===== src/rtl/matrix_pkg.sv =====
// matrix_pkg: shared element sizes and FSM states for the 2x2 matrix stream controller
package matrix_pkg;
  localparam int ELEM_W = 4;
  localparam int N = 2;
  localparam int NUM_IN = 8;
  localparam int NUM_OUT = 4;
  typedef enum logic [1:0] {S_LOAD, S_WAIT, S_CAPTURE, S_DRAIN} state_t;
endpackage


===== src/rtl/matrix_elem_serializer.sv =====
// matrix_elem_serializer: holds a 16-bit result and emits it as 4 nibbles, low nibble first
// Ports: load/load_data capture a new result; out_valid/out_ready/out_data stream it;
// done pulses with the handshake of the last nibble.
module matrix_elem_serializer
  import matrix_pkg::*;
(
  input  logic                      clk,
  input  logic                      rst_n,
  input  logic                      load,
  input  logic [NUM_OUT*ELEM_W-1:0] load_data,
  input  logic                      out_ready,
  output logic                      out_valid,
  output logic [ELEM_W-1:0]         out_data,
  output logic                      done
);
  logic [NUM_OUT*ELEM_W-1:0] res_q;
  logic [1:0]                idx;
  logic                      fire;
  assign fire = out_valid && out_ready;
  assign done = fire && idx == 2'(NUM_OUT-1);
  // Drive zero when idle so nothing stale is visible outside a drain.
  assign out_data = out_valid ? res_q[idx*ELEM_W +: ELEM_W] : '0;
  always_ff @(posedge clk or negedge rst_n) begin
    if (!rst_n) begin
      res_q     <= '0;
      idx       <= '0;
      out_valid <= 1'b0;
    end else if (load) begin
      res_q     <= load_data;
      idx       <= '0;
      out_valid <= 1'b1;
    end else if (fire) begin
      idx       <= idx + 2'd1;
      out_valid <= !done;
    end
  end
endmodule


===== src/rtl/matrix_stream_ctrl.sv =====
// matrix_stream_ctrl: loads two 2x2 nibble matrices, waits on an external multiplier, streams the product
// Ports: in_valid/in_ready/in_data take A00,A01,A10,A11,B00,B10,B01,B11; A_row*/B_col* feed the
// multiplier and C_row* return its result after MUL_LAT cycles; out_valid/out_ready/out_data emit
// C00,C01,C10,C11; busy is low only when idle in LOAD with nothing accepted.
module matrix_stream_ctrl
  import matrix_pkg::*;
#(
  parameter int MUL_LAT = 1
) (
  input  logic              clk,
  input  logic              rst_n,
  input  logic              in_valid,
  input  logic [ELEM_W-1:0] in_data,
  output logic              in_ready,
  output logic [7:0]        A_row0,
  output logic [7:0]        A_row1,
  output logic [7:0]        B_col0,
  output logic [7:0]        B_col1,
  input  logic [7:0]        C_row0,
  input  logic [7:0]        C_row1,
  output logic              out_valid,
  output logic [ELEM_W-1:0] out_data,
  input  logic              out_ready,
  output logic              busy
);
  state_t                   state, state_n;
  logic [2:0]               cnt;
  logic [3:0]               wait_cnt;
  logic [NUM_IN*ELEM_W-1:0] ops;
  logic                     accept, last_in, ser_done;
  // Arrival order lines up with the packed operand layout, so element k lands in nibble k.
  assign {B_col1, B_col0, A_row1, A_row0} = ops;
  assign accept  = in_valid && in_ready;
  assign last_in = accept && cnt == 3'(NUM_IN-1);
  always_comb begin
    state_n  = state;
    in_ready = state == S_LOAD;
    busy     = !(state == S_LOAD && cnt == '0);
    case (state)
      S_LOAD:    state_n = last_in ? S_WAIT : S_LOAD;
      S_WAIT:    state_n = wait_cnt == '0 ? S_CAPTURE : S_WAIT;
      S_CAPTURE: state_n = S_DRAIN;
      S_DRAIN:   state_n = ser_done ? S_LOAD : S_DRAIN;
      default:   state_n = S_LOAD;
    endcase
  end
  always_ff @(posedge clk or negedge rst_n) begin
    if (!rst_n) begin
      state    <= S_LOAD;
      cnt      <= '0;
      wait_cnt <= '0;
      ops      <= '0;
    end else begin
      state <= state_n;
      if (accept) begin
        ops[cnt*ELEM_W +: ELEM_W] <= in_data;
        cnt                       <= cnt + 3'd1;
      end
      // Preloaded with MUL_LAT-1 so WAIT spans exactly MUL_LAT cycles including the zero cycle.
      if (last_in) wait_cnt <= 4'(MUL_LAT - 1);
      else if (state == S_WAIT && wait_cnt != '0) wait_cnt <= wait_cnt - 4'd1;
    end
  end
  matrix_elem_serializer u_ser (
    .clk       (clk),
    .rst_n     (rst_n),
    .load      (state == S_CAPTURE),
    .load_data ({C_row1, C_row0}),
    .out_ready (out_ready),
    .out_valid (out_valid),
    .out_data  (out_data),
    .done      (ser_done)
  );
endmodule


===== config.mk =====
export PLATFORM = sky130hd
export DESIGN_NAME = matrix_stream_ctrl
export DESIGN_NICKNAME = d
export VERILOG_FILES = /design/src/rtl/matrix_pkg.sv /design/src/rtl/matrix_elem_serializer.sv /design/src/rtl/matrix_stream_ctrl.sv
export SDC_FILE = /design/constraint.sdc
export NUM_CORES = 1
export LEC_CHECK = 0
export CAP_MARGIN = 10
export CORE_UTILIZATION = 50
export CTS_CLUSTER_SIZE = 40
export DETAILED_ROUTE_END_ITERATION = 8
export PLACE_DENSITY = 0.8
export REMOVE_ABC_BUFFERS = 1
export SETUP_SLACK_MARGIN = 0.02
export SYNTH_ARGS = -nofsm -noshare
export SYNTH_HDL_FRONTEND = slang
export SYNTH_SLANG_ARGS = --single-unit

===== constraint.sdc =====
create_clock -name clk -period 2.4 [get_ports clk]
set_input_delay 0.6 -clock clk [delete_from_list [all_inputs] [get_ports clk]]
set_output_delay 0.6 -clock clk [all_outputs]
set_load 0.005 [all_outputs]

# Word level (Yosys, flattened, before mapping)
# Index checks and enable logic that the tools add are counted.
[totals]
regBits = 60
word_cells = 45
[op_classes]
shift = 3
add_sub_neg = 4
mux = 12
reduce_logical = 14
n_eq_ne = 5
[ops]
columns = ["cell", "n"]
rows = [
  ["5-bit negation with 34-bit output", 1],
  ["4-bit by 34-bit variable shift with 32-bit output (first input constant)", 1],
  ["4-bit by 34-bit indexed part select with 32-bit output", 1],
  ["32-bit bitwise mux", 1],
  ["16-bit by 5-bit indexed part select with 4-bit output", 1],
  ["4-bit two-way mux", 3],
  ["2-bit two-way mux", 4],
  ["2-bit one-hot mux with 4 select lines", 1],
  ["2-bit == test (second input constant)", 3],
  ["1-bit logical AND", 6],
  ["4-bit zero test", 1],
  ["2-bit nonzero test", 2],
  ["4-bit nonzero test", 1],
  ["4-bit by 1-bit subtractor with 4-bit output (second input constant)", 1],
  ["3-bit by 1-bit adder with 3-bit output (second input constant)", 1],
  ["3-bit == test (second input constant)", 1],
  ["3-bit zero test", 1],
  ["1-bit two-way mux", 3],
  ["2-bit by 1-bit adder with 2-bit output (second input constant)", 1],
  ["2-bit by 1-bit == test with 1-bit output (second input constant)", 1],
  ["1-bit zero test", 2],
  ["2-bit zero test", 1],
]

# Longest topological paths before layout
# Gate-level depths: netlist of the first run.
[depth]
word_depth = 5
ltp_mapped = 7

# By module
# A second synthesis of the first run with hierarchy kept.
[unflattened]
hier_cells = 217
hier_area_um2 = 3045.4
[modules_own_cells]
columns = ["mod", "instances", "cells_per_inst", "seq_area_each_um2", "area_each_um2"]
rows = [
  ["matrix_stream_ctrl", 1, 155, 1026.0, 2132.0],
  ["matrix_elem_serializer", 1, 62, 475.5, 913.4],
]

# Least setup slack after synthesis of the first run
# OpenSTA, ideal clock, no wires.
[synth_timing]
kind = "register -> register"
start = "register cnt[0]"
end = "register ops[20]"
n_path_buf = 1
required_ns = 2.275
synth_period_minus_slack_ns = 2.142
path_stages_with_launch = 8
slack_ns = 0.258
arrival_time_ns = 2.017
path_cell_list = "dfrtp_1 > inv_1 > ha_1 > ha_1 > nand2b_1 > or4_1 > buf_2 > mux2_4"
[synth_via]
elab_chain_cells = 3
[synth_lines]
columns = ["item", "line_no", "source"]
rows = [
  ["start: declaration", "matrix_stream_ctrl.sv:27", "logic [2:0] cnt;"],
  ["start signal: assignment", "matrix_stream_ctrl.sv:57", "cnt <= cnt + 3'd1;"],
  ["5-bit negation with 34-bit output *", "matrix_stream_ctrl.sv:56", "ops[cnt*ELEM_W +: ELEM_W] <= in_data;"],
  ["4-bit by 34-bit indexed part select with 32-bit output or 4-bit by 34-bit variable shift with 32-bit output (tied branches)", "matrix_stream_ctrl.sv:56", ""],
  ["32-bit bitwise mux *", "matrix_stream_ctrl.sv:56", ""],
  ["end signal: indexed assignment", "matrix_stream_ctrl.sv:56", ""],
  ["end: declaration", "matrix_stream_ctrl.sv:29", "logic [NUM_IN*ELEM_W-1:0] ops;"],
]
# Mark *: on every way between the ends. The rest lies on a longest branch, timed or not.
# A chain may end at the register's enable or synchronous reset.

# Worst setup path in the final report of the first run
[layout_timing]
start = "register cnt[0]"
end = "output port busy"
[layout_via]
elab_chain_cells = 3
[layout_lines]
columns = ["item", "line_no", "source"]
rows = [
  ["3-bit zero test", "matrix_stream_ctrl.sv:38", "busy = !(state == S_LOAD && cnt == '0);"],
  ["1-bit logical AND", "matrix_stream_ctrl.sv:38", ""],
  ["1-bit zero test", "matrix_stream_ctrl.sv:38", ""],
  ["end: declaration", "matrix_stream_ctrl.sv:24", "output logic busy"],
]
# Every way passes these cells.

==> results of run 1 <==
-- cell type report --
type / instances / area [µm²]
Multi-Input combinational cell: 121 / 1170
Inverter: 5 / 18.8
Clock buffer: 10 / 138
Sequential cell: 60 / 1500
Timing Repair Buffer: 79 / 762
Fill cell: 337 / 1450
Clock inverter: 5 / 52.6
Tap cell: 70 / 87.6
-- power breakdown --
group	leakage [µW]	internal, µW	switching [µW]
Sequential	0.000787	1020	9.24
Combinational	0.000917	83.0	64.6
Clock	0.0000979	496	381
Total	0.00180	1600	455
-- what timing repair did --
item                                    in CTS  in global routing
setup buffers                                1                  0
hold endpoints to repair                     0                  0
cloned                                       0                  0
resized for setup                            2                  4
endpoints found under the setup margin       5                  4
-- cell families after synthesis --
kind of cell,Yosys count
compound gates,13
simple gates,46
xor+xnor,2
fa+ha+maj,7
buf+inv,12
flops,60
mux,53
-- final timing paths --
| path | startpoint | endpoint |
|---|---|---|
| min in group clk | ops[11]$_DFFE_PN0P_ | ops[11]$_DFFE_PN0P_ |
| max in group asynchronous | rst_n | ops[18]$_DFFE_PN0P_ |
| min | rst_n | u_ser.res_q[6]$_DFFE_PN0P_ |
| min reg2reg | ops[11]$_DFFE_PN0P_ | ops[11]$_DFFE_PN0P_ |
| max reg2reg | cnt[0]$_DFFE_PN0P_ | ops[21]$_DFFE_PN0P_ |
| max | cnt[0]$_DFFE_PN0P_ | busy |
-- flip-flops by register name, summed over array words and instances, names as in the netlist --
| register | count |
|---|---|
| ops | 32 |
| u_ser.res_q | 16 |
| wait_cnt | 4 |
| cnt | 3 |
| state | 2 |
| u_ser.idx | 2 |
| u_ser.out_valid | 1 |
-- cell usage after synthesis, types with 2 or more instances --
library cell,number,area share
nand2b_1,3,0.0069
or4_1,2,0.0056
inv_1,5,0.0069
clkbuf_1,4,0.0056
nor2_1,4,0.0056
mux2_4,8,0.044
a21oi_1,3,0.0056
mux2_2,39,0.16
nor2b_1,2,0.0046
dfrtp_1,60,0.56
nor4_2,4,0.019
nand2_1,10,0.014
ha_1,7,0.032
a21o_1,2,0.0056
and2_1,9,0.021
o21ai_0,4,0.0074
nand3_1,4,0.0074
buf_2,3,0.0056
mux4_2,4,0.033
-- routing by layer --
| metal | wire length, µm | up-vias |
|---|---|---|
| met1 | 2500 | 907 |
| met4 | 96 | 0 |
| met2 | 2700 | 56 |
| met3 | 336 | 10 |
| met5 | 0 | - |
| li1 | - | 855 |
-- per-stage QoR --
stage / power [µW] / util / setup TNS (ns) / hold slack (ns)
6_report: 2060 / 0.720 / 0 / 0.265
2_1_floorplan: 1090 / - / 0 / 0.304
3_3_place_gp: 1190 / 0.679 / -2.31 / 0.469
5_1_grt: 2130 / 0.720 / 0 / 0.292
3_5_place_dp: 1190 / 0.679 / -2.96 / 0.471
4_1_cts: 2070 / 0.717 / -0.327 / 0.276
==> flow_summary.ini, run 1 <==
[detailed_routing]
ant_nets = 0
avgRoutedWirePerCell_um = 16.1
first_pass_iters = 4
vias_per_cell = 5.22
drt_iter0_markers = 57
totalWireLength_mm = 5.63
vias = 1828
drc = 0

[global_route]
grt_pass1_vias = 1828
grt_usage = 0.213
grt.busiest_layer = met2
grt_pass1_wl_mm = 8.60
met1_usage = 0.259
use_met2 = 0.351
overflow = 0
grt_max_degree = 61
met3_usage = 0.0635
antenna_found_initial = 0

[placed_design]
place_hpwl_mm = 3.81
place.gp.congestion = 0.766
dp_cells = 334
placement.io_buffers = 62
place_area_um2 = 3510
place_worst_setup_slack_ns = -0.171

[clock_network]
cts_tree = done
clkTransAtPathRegs_ns = 0.06
h-tree-depth = 3
clock_latency_ns = 0.33
cts.sinks = 60
numCtsBuffers = 9
root_buffer = clkbuf_8
clk_path_buf_depth = 2
postCtsHoldBufs = 0

[synth]
synth_compound_area_frac = 0.0301
netlist-cell-type-count = 35
synthMuxAreaShare = 0.248
netlist_area_um2 = 2700
synth_xor_area_frac = 0.00648
yosysWarnings = 0
async_flop_share = 1.00
synthCells = 193
syn_avg_cell_area_um2 = 14.0
synthSimpleGateAreaFrac = 0.110
synth_edf_count = 0
synth_top_family_by_area = multiplexers
synth-main-ff-cell = dfrtp_1
ys_ff_latch = 60
synth_fa_ha_area_frac = 0.0324
synth_seq_area_share = 0.555

[floorplan]
rows = 26
die_area_um2 = 5710
die_x_um = 75.5
core_um2 = 5170
num_io_pins = 63
start_util = 0.523
die_y_um = 75.5

[setup_path]
critPathTopFamily = buffers and inverters
max_stage_delay_ns = 0.49
cp.required_ns = 1.80
path_class = flop to output pin
r2r_setup_slack_ns = 0.26
crit_chain = inv_1, ha_1, ha_4, nand2_1, clkdlybuf4s50_1
crit_path_end_kind = output pin
r2r_cells = 6
path_depth = 5
startpoint_type = flop
crit_fanout = 4
critical_path.slowest_cell = clkdlybuf4s50_1
crit_arrival_ns = 1.72
crit_buf_inv = 2

[pwr]
p_leak_uw = 0.00180
p_per_area_nw_per_um2 = 552
ir_drop_uv = 518

[worst_hold_path]
hold_path_class = input port to asynchronous set/reset pin

[sta]
hold_viol_final = 0
report.final.slew_viol_count = 0
maxSlewHeadroom = 0.744
fmaxAchievable_mhz = 431
rsz0062_at_grt = false
worstMarginPinSlew_ns = 0.384
period_needed_ns = 2.32
worst_clock_skew_ns = 0.00630
setup_viol = 0
setup_ws_ns = 0.0825
post-route-period-util = 0.966

[layout]
syn_to_final_growth_pct = 37.8
final_area_um2 = 3730
insertedDiodeCount = 0
final_layout_size_suffix_gt1_frac = 0.329
layout_common_cells = dfrtp_1, clkdlybuf4s50_1, mux2_2, buf_4
fin_nets = 307
final_common_cell = dfrtp_1
layoutNonFillerInstCount = 350

[outcome]
status = complete, no violations

[run]
drv_cap = 0
Note: power is estimated with default switching activity, not from simulation.
==> run 2: changes to the inputs <==
--- a/config.mk
+++ b/config.mk
@@ -6,12 +6,12 @@
 export NUM_CORES = 1
 export LEC_CHECK = 0
 export CAP_MARGIN = 10
-export CORE_UTILIZATION = 50
+export CORE_MARGIN = 2
+export CORE_UTILIZATION = 25
 export CTS_CLUSTER_SIZE = 40
 export DETAILED_ROUTE_END_ITERATION = 8
-export PLACE_DENSITY = 0.8
 export REMOVE_ABC_BUFFERS = 1
-export SETUP_SLACK_MARGIN = 0.02
+export SETUP_SLACK_MARGIN = 0.05
 export SYNTH_ARGS = -nofsm -noshare
 export SYNTH_HDL_FRONTEND = slang
 export SYNTH_SLANG_ARGS = --single-unit
==> run 2 against run 1 <==
- register-to-register slack better by 0.08 ns
- die area is 100% higher
- first-iteration DRC count is 26% lower
==> flow_summary.ini, run 2 (same netlist as run 1, synthesis figures left out) <==
[outcome]
status = complete, no violations

[detailed_routing]
totalWireLength_mm = 5.84
first_pass_iters = 4
vias = 1782
avgRoutedWirePerCell_um = 14.0
drt_iter0_markers = 42
vias_per_cell = 4.27
drc = 0
ant_nets = 0

[clock_network]
clock_latency_ns = 0.35
cts_tree = done
cts.sinks = 60
postCtsHoldBufs = 0
numCtsBuffers = 9
clk_path_buf_depth = 2
root_buffer = clkbuf_8
clkTransAtPathRegs_ns = 0.07
h-tree-depth = 3

[layout]
fin_nets = 307
largest_reg_flops = 32
syn_to_final_growth_pct = 40.8
final_common_cell = dfrtp_1
final_layout_size_suffix_gt1_frac = 0.342
top_regs = ops: 32 flops, u_ser.res_q: 16 flops, wait_cnt: 4 flops
insertedDiodeCount = 0
final_area_um2 = 3810
layout_common_cells = dfrtp_1, clkdlybuf4s50_1, mux2_2, buf_4, nand2_1
top_register = ops

[floorplan]
die_x_um = 108
rows = 37
die_y_um = 108
num_io_pins = 63
die_area_um2 = 11700
core_um2 = 10400
start_util = 0.260

[sta]
rsz0062_at_grt = true
report.final.slew_viol_count = 0
setup_viol = 0
hold_viol_final = 0
maxSlewHeadroom = 0.500
post-route-period-util = 0.966
period_needed_ns = 2.32
setup_tns_ns = 0
worst_clock_skew_ns = 0.0111
fmaxAchievable_mhz = 431
worstMarginPinSlew_ns = 0.751

[pwr]
p_sw_uw = 487
internal_power_uw = 1580
switching_share = 0.235
p_seq_frac = 0.498
ir_drop_uv = 319
clockPowerShare = 0.432
p_leak_uw = 0.00174
p_per_area_nw_per_um2 = 544
p_comb_frac = 0.069

[global_route]
grt_pass1_vias = 1935
grt_pass1_wl_mm = 9.83
overflow = 0
grt_usage = 0.111
grt_max_degree = 61
antenna_found_initial = 0

[setup_path]
crit_path_end_kind = output pin
startpoint_type = flop
max_stage_delay_ns = 0.47
critical_path.slowest_cell = mux4_2
crit_fanout = 3
path_class = flop to output pin
crit_chain = buf_4, mux4_2, and2_1, dlygate4sd2_1
crit_arrival_ns = 1.72
cp.required_ns = 1.80

[placed_design]
place_hpwl_mm = 4.12
placement.io_buffers = 62
place.gp.congestion = 0.733
place_area_um2 = 3540

[run]
drv_cap = 0

[worst_hold_path]
hold_path_class = input port to asynchronous set/reset pin
## run 2: final cells by class
type                            count  area [µm²]
Fill cell                        1023        6610
Sequential cell                    60        1500
Multi-Input combinational cell    121        1170
Timing Repair Buffer               79         748
Tap cell                          136         170
Clock buffer                       10         128
Clock inverter                      6        65.1
Inverter                            5        18.8
## run 2: power groups by stage
stage | sequential, µW | combinational [µW] | clock, µW
6_report | 1030 | 144 | 895
4_1_cts | 1030 | 147 | 935
3_5_place_dp | 1050 | 141 | 0
5_1_grt | 1030 | 160 | 986
3_3_place_gp | 1050 | 140 | 0
2_1_floorplan | 1050 | 40.0 | 0
## run 2: final timing paths
| check | slack (ns) | endpoint | from | cells after the start |
|---|---|---|---|---|
| max | 0.08 | out_data[3] | u_ser.idx[0]$_DFFE_PN0P_ | 4 |
| min | 0.41 | u_ser.res_q[6]$_DFFE_PN0P_ | rst_n | 2 |
| max reg2reg | 0.34 | ops[23]$_DFFE_PN0P_ | cnt[0]$_DFFE_PN0P_ | 6 |
| min reg2reg | 0.49 | wait_cnt[3]$_DFFE_PN0P_ | wait_cnt[3]$_DFFE_PN0P_ | 1 |
| max in group asynchronous | 1.47 | u_ser.idx[0]$_DFFE_PN0P_ | rst_n | 2 |
| min in group clk | 0.49 | wait_cnt[3]$_DFFE_PN0P_ | wait_cnt[3]$_DFFE_PN0P_ | 1 |
## run 2: worst max-delay path, delay by kind of cell, from the launching register on
kind | cells | cell delay [ns]
muxes | 1 | 0.47
DFF | 1 | 0.38
and+or+nand+nor | 1 | 0.16
buffers and inverters | 2 | 0.37
## run 2: per-stage QoR
step / std cells / total power, µW / setup slack [ns] / hold WS [ns] / util
after floorplan: 186 / 1090 / 0.241 / 0.304 / -
after global placement: 395 / 1190 / -0.180 / 0.473 / 0.340
after detailed placement: 395 / 1190 / -0.192 / 0.473 / 0.340
after CTS: 415 / 2110 / -0.0187 / 0.433 / 0.363
after global routing: 417 / 2180 / 0.00529 / 0.472 / 0.365
final: 417 / 2070 / 0.0804 / 0.407 / 0.365
## run 2: layer usage
layer,up-vias,track usage,part of all wire
met1,865,0.139,0.44
met3,8,0.0476,0.067
met5,-,0,0
li1,858,-,-
met4,0,0.0385,0.011
met2,51,0.174,0.48
## run 2: repair_timing
action | CTS | global route
buffers inserted | 4 | 2
resized for setup | 8 | 7
setup endpoints to repair | 5 | 4
==> run 3: changes to the inputs <==
--- a/config.mk
+++ b/config.mk
@@ -6,10 +6,12 @@
 export NUM_CORES = 1
 export LEC_CHECK = 0
 export CAP_MARGIN = 10
+export CORE_ASPECT_RATIO = 0.6
 export CORE_MARGIN = 2
-export CORE_UTILIZATION = 25
+export CORE_UTILIZATION = 50
 export CTS_CLUSTER_SIZE = 40
 export DETAILED_ROUTE_END_ITERATION = 8
+export PLACE_DENSITY = 0.8
 export REMOVE_ABC_BUFFERS = 1
 export SETUP_SLACK_MARGIN = 0.05
 export SYNTH_ARGS = -nofsm -noshare
==> run 3 against run 2 <==
- non-clock buffer count did not move
- power is 2.0% lower
- clock power fell by 5.3%
- design area fell by 2.0%
- critical path depth increased by 1
- via count rose by 2.9%
- clock-buffer cell count up 4
- utilization rose by 36 points
- die area decreased by 48%
- first-iteration DRC count increased by 36%
- clock skew down 0.0044 ns
- register-to-register slack lost 0.02 ns
- highest routed layer unchanged
==> flow_summary.ini, run 3 (same netlist as run 1, synthesis figures left out) <==
[detailed_routing]
drt_iter0_markers = 57
vias = 1833
ant_nets = 0
vias_per_cell = 5.30
first_pass_iters = 4
drc = 0
totalWireLength_mm = 5.81
avgRoutedWirePerCell_um = 16.8

[floorplan]
start_util = 0.527
die_area_um2 = 6030
die_x_um = 98.9
rows = 20
die_y_um = 61.0
num_io_pins = 63
core_um2 = 5130

[clock_network]
clk_path_buf_depth = 2
cts_tree = done
clkTransAtPathRegs_ns = 0.06
numCtsBuffers = 9
clock_latency_ns = 0.33
cts.sinks = 60
postCtsHoldBufs = 0
h-tree-depth = 3
root_buffer = clkbuf_8

[setup_path]
crit_buf_inv = 3
crit_top_cell = buf_6
r2r_setup_slack_ns = 0.32
r2r_cells = 6
timing.rr.end = ops[21]$_DFFE_PN0P_
max_stage_delay_ns = 0.48
crit_arrival_ns = 1.70
crit_path_end_kind = output pin
crit_fanout = 2
cp.required_ns = 1.80
startpoint_type = flop
reg2reg_from = cnt[0]$_DFFE_PN0P_
critPathTopFamily = multiplexers
critical_path.slowest_cell = mux4_2
path_class = flop to output pin
crit_chain = buf_6, buf_6, mux4_2, and2_4, buf_6

[global_route]
antenna_found_initial = 0
grt_pass1_vias = 1889
grt_max_degree = 61
grt_usage = 0.210
grt_pass1_wl_mm = 9.33
overflow = 0

[layout]
multi_input_comb_area_um2 = 1170
syn_to_final_growth_pct = 37.9
layout_common_cells = dfrtp_1, clkdlybuf4s50_1, mux2_2, clkbuf_8, buf_4
final_common_cell = dfrtp_1
post-route-util = 0.727
final_area_um2 = 3730
insertedDiodeCount = 0
final_layout_size_suffix_gt1_frac = 0.346
top_regs = ops: 32 flops, u_ser.res_q: 16 flops, wait_cnt: 4 flops
top_register = ops
regArea_um2 = 1500
num-fill-cells = 352
layoutNonFillerInstCount = 346
largest_reg_flops = 32
fin_nets = 307

[sta]
worstMarginPinSlew_ns = 0.399
setup_viol = 0
worst_clock_skew_ns = 0.00674
hold_ws_ns = 0.264
rsz0062_at_grt = true
post-route-period-util = 0.956
report.final.slew_viol_count = 0
period_needed_ns = 2.30
hold_viol_final = 0
fmaxAchievable_mhz = 436
maxSlewHeadroom = 0.733

[worst_hold_path]
hold_path_class = input port to asynchronous set/reset pin

[pwr]
ir_drop_uv = 323
p_comb_frac = 0.073
internal_power_uw = 1590
clockPowerShare = 0.418
total_power_uw = 2030
switching_share = 0.218
p_sw_uw = 442
p_seq_frac = 0.509
p_per_area_nw_per_um2 = 544
p_leak_uw = 0.00176

[placed_design]
place_area_um2 = 3480
place.gp.congestion = 0.803
dp_cells = 327
placement.io_buffers = 62
place_hpwl_mm = 4.02

[outcome]
status = complete, no violations

[run]
drv_cap = 0
## run 3: through the flow
step	setup WS, ns	setup TNS, ns
after floorplan	0.241	0
after global placement	-0.206	-4.03
after detailed placement	-0.224	-3.95
after CTS	0.0146	0
after global routing	0.0456	0
final	0.105	0
## run 3: power by group through the flow
stage	logic, µW	registers, µW	clock network [µW]
after floorplan	40.0	1050	0
after global placement	141	1050	0
after detailed placement	143	1050	0
after CTS	147	1030	864
after global routing	163	1030	906
final	149	1030	848
## run 3: worst reg2reg max path: stages, from the launching register on
cell	delay (ns)
dfrtp_1	0.37
inv_1	0.08
ha_2	0.22
ha_4	0.22
nand2b_1	0.17
or4_1	0.55
mux2_4	0.35
## run 3: what timing repair did
item,4_1_cts,5_1_grt
pin swaps,0,0
setup buffers,4,0
endpoints found under the setup margin,5,5
resized for setup,17,6
## run 3: worst max path at each step
stage,start,end,cells past startpoint
3_3_place_gp,in_valid,ops[13]$_DFFE_PN0P_,4
5_1_grt,u_ser.idx[0]$_DFFE_PN0P_,out_data[2],5
6_report,u_ser.idx[0]$_DFFE_PN0P_,out_data[2],5
4_1_cts,u_ser.idx[0]$_DFFE_PN0P_,out_data[1],5
3_5_place_dp,in_valid,ops[12]$_DFFE_PN0P_,4
2_1_floorplan,cnt[0]$_DFFE_PN0P_,ops[20]$_DFFE_PN0P_,6
## run 3: cell type report
class / instances / share of cell area
inverter: 5 / 0.00503
sequential: 60 / 0.403
clock buffer: 14 / 0.0490
timing repair buffer: 79 / 0.205
tap: 66 / 0.0221
clock inverter: 1 / 0.00134
multi-input combinational: 121 / 0.315
## run 3: layer usage
metal	vias to the layer above	GRT usage	routed length [µm]	part of all wire
met1	917	0.299	2850	0.49
met3	2	0.0760	337	0.058
met2	57	0.310	2600	0.45
li1	857	-	-	-
met4	0	0.0587	27	0.0047
met5	-	0	0	0
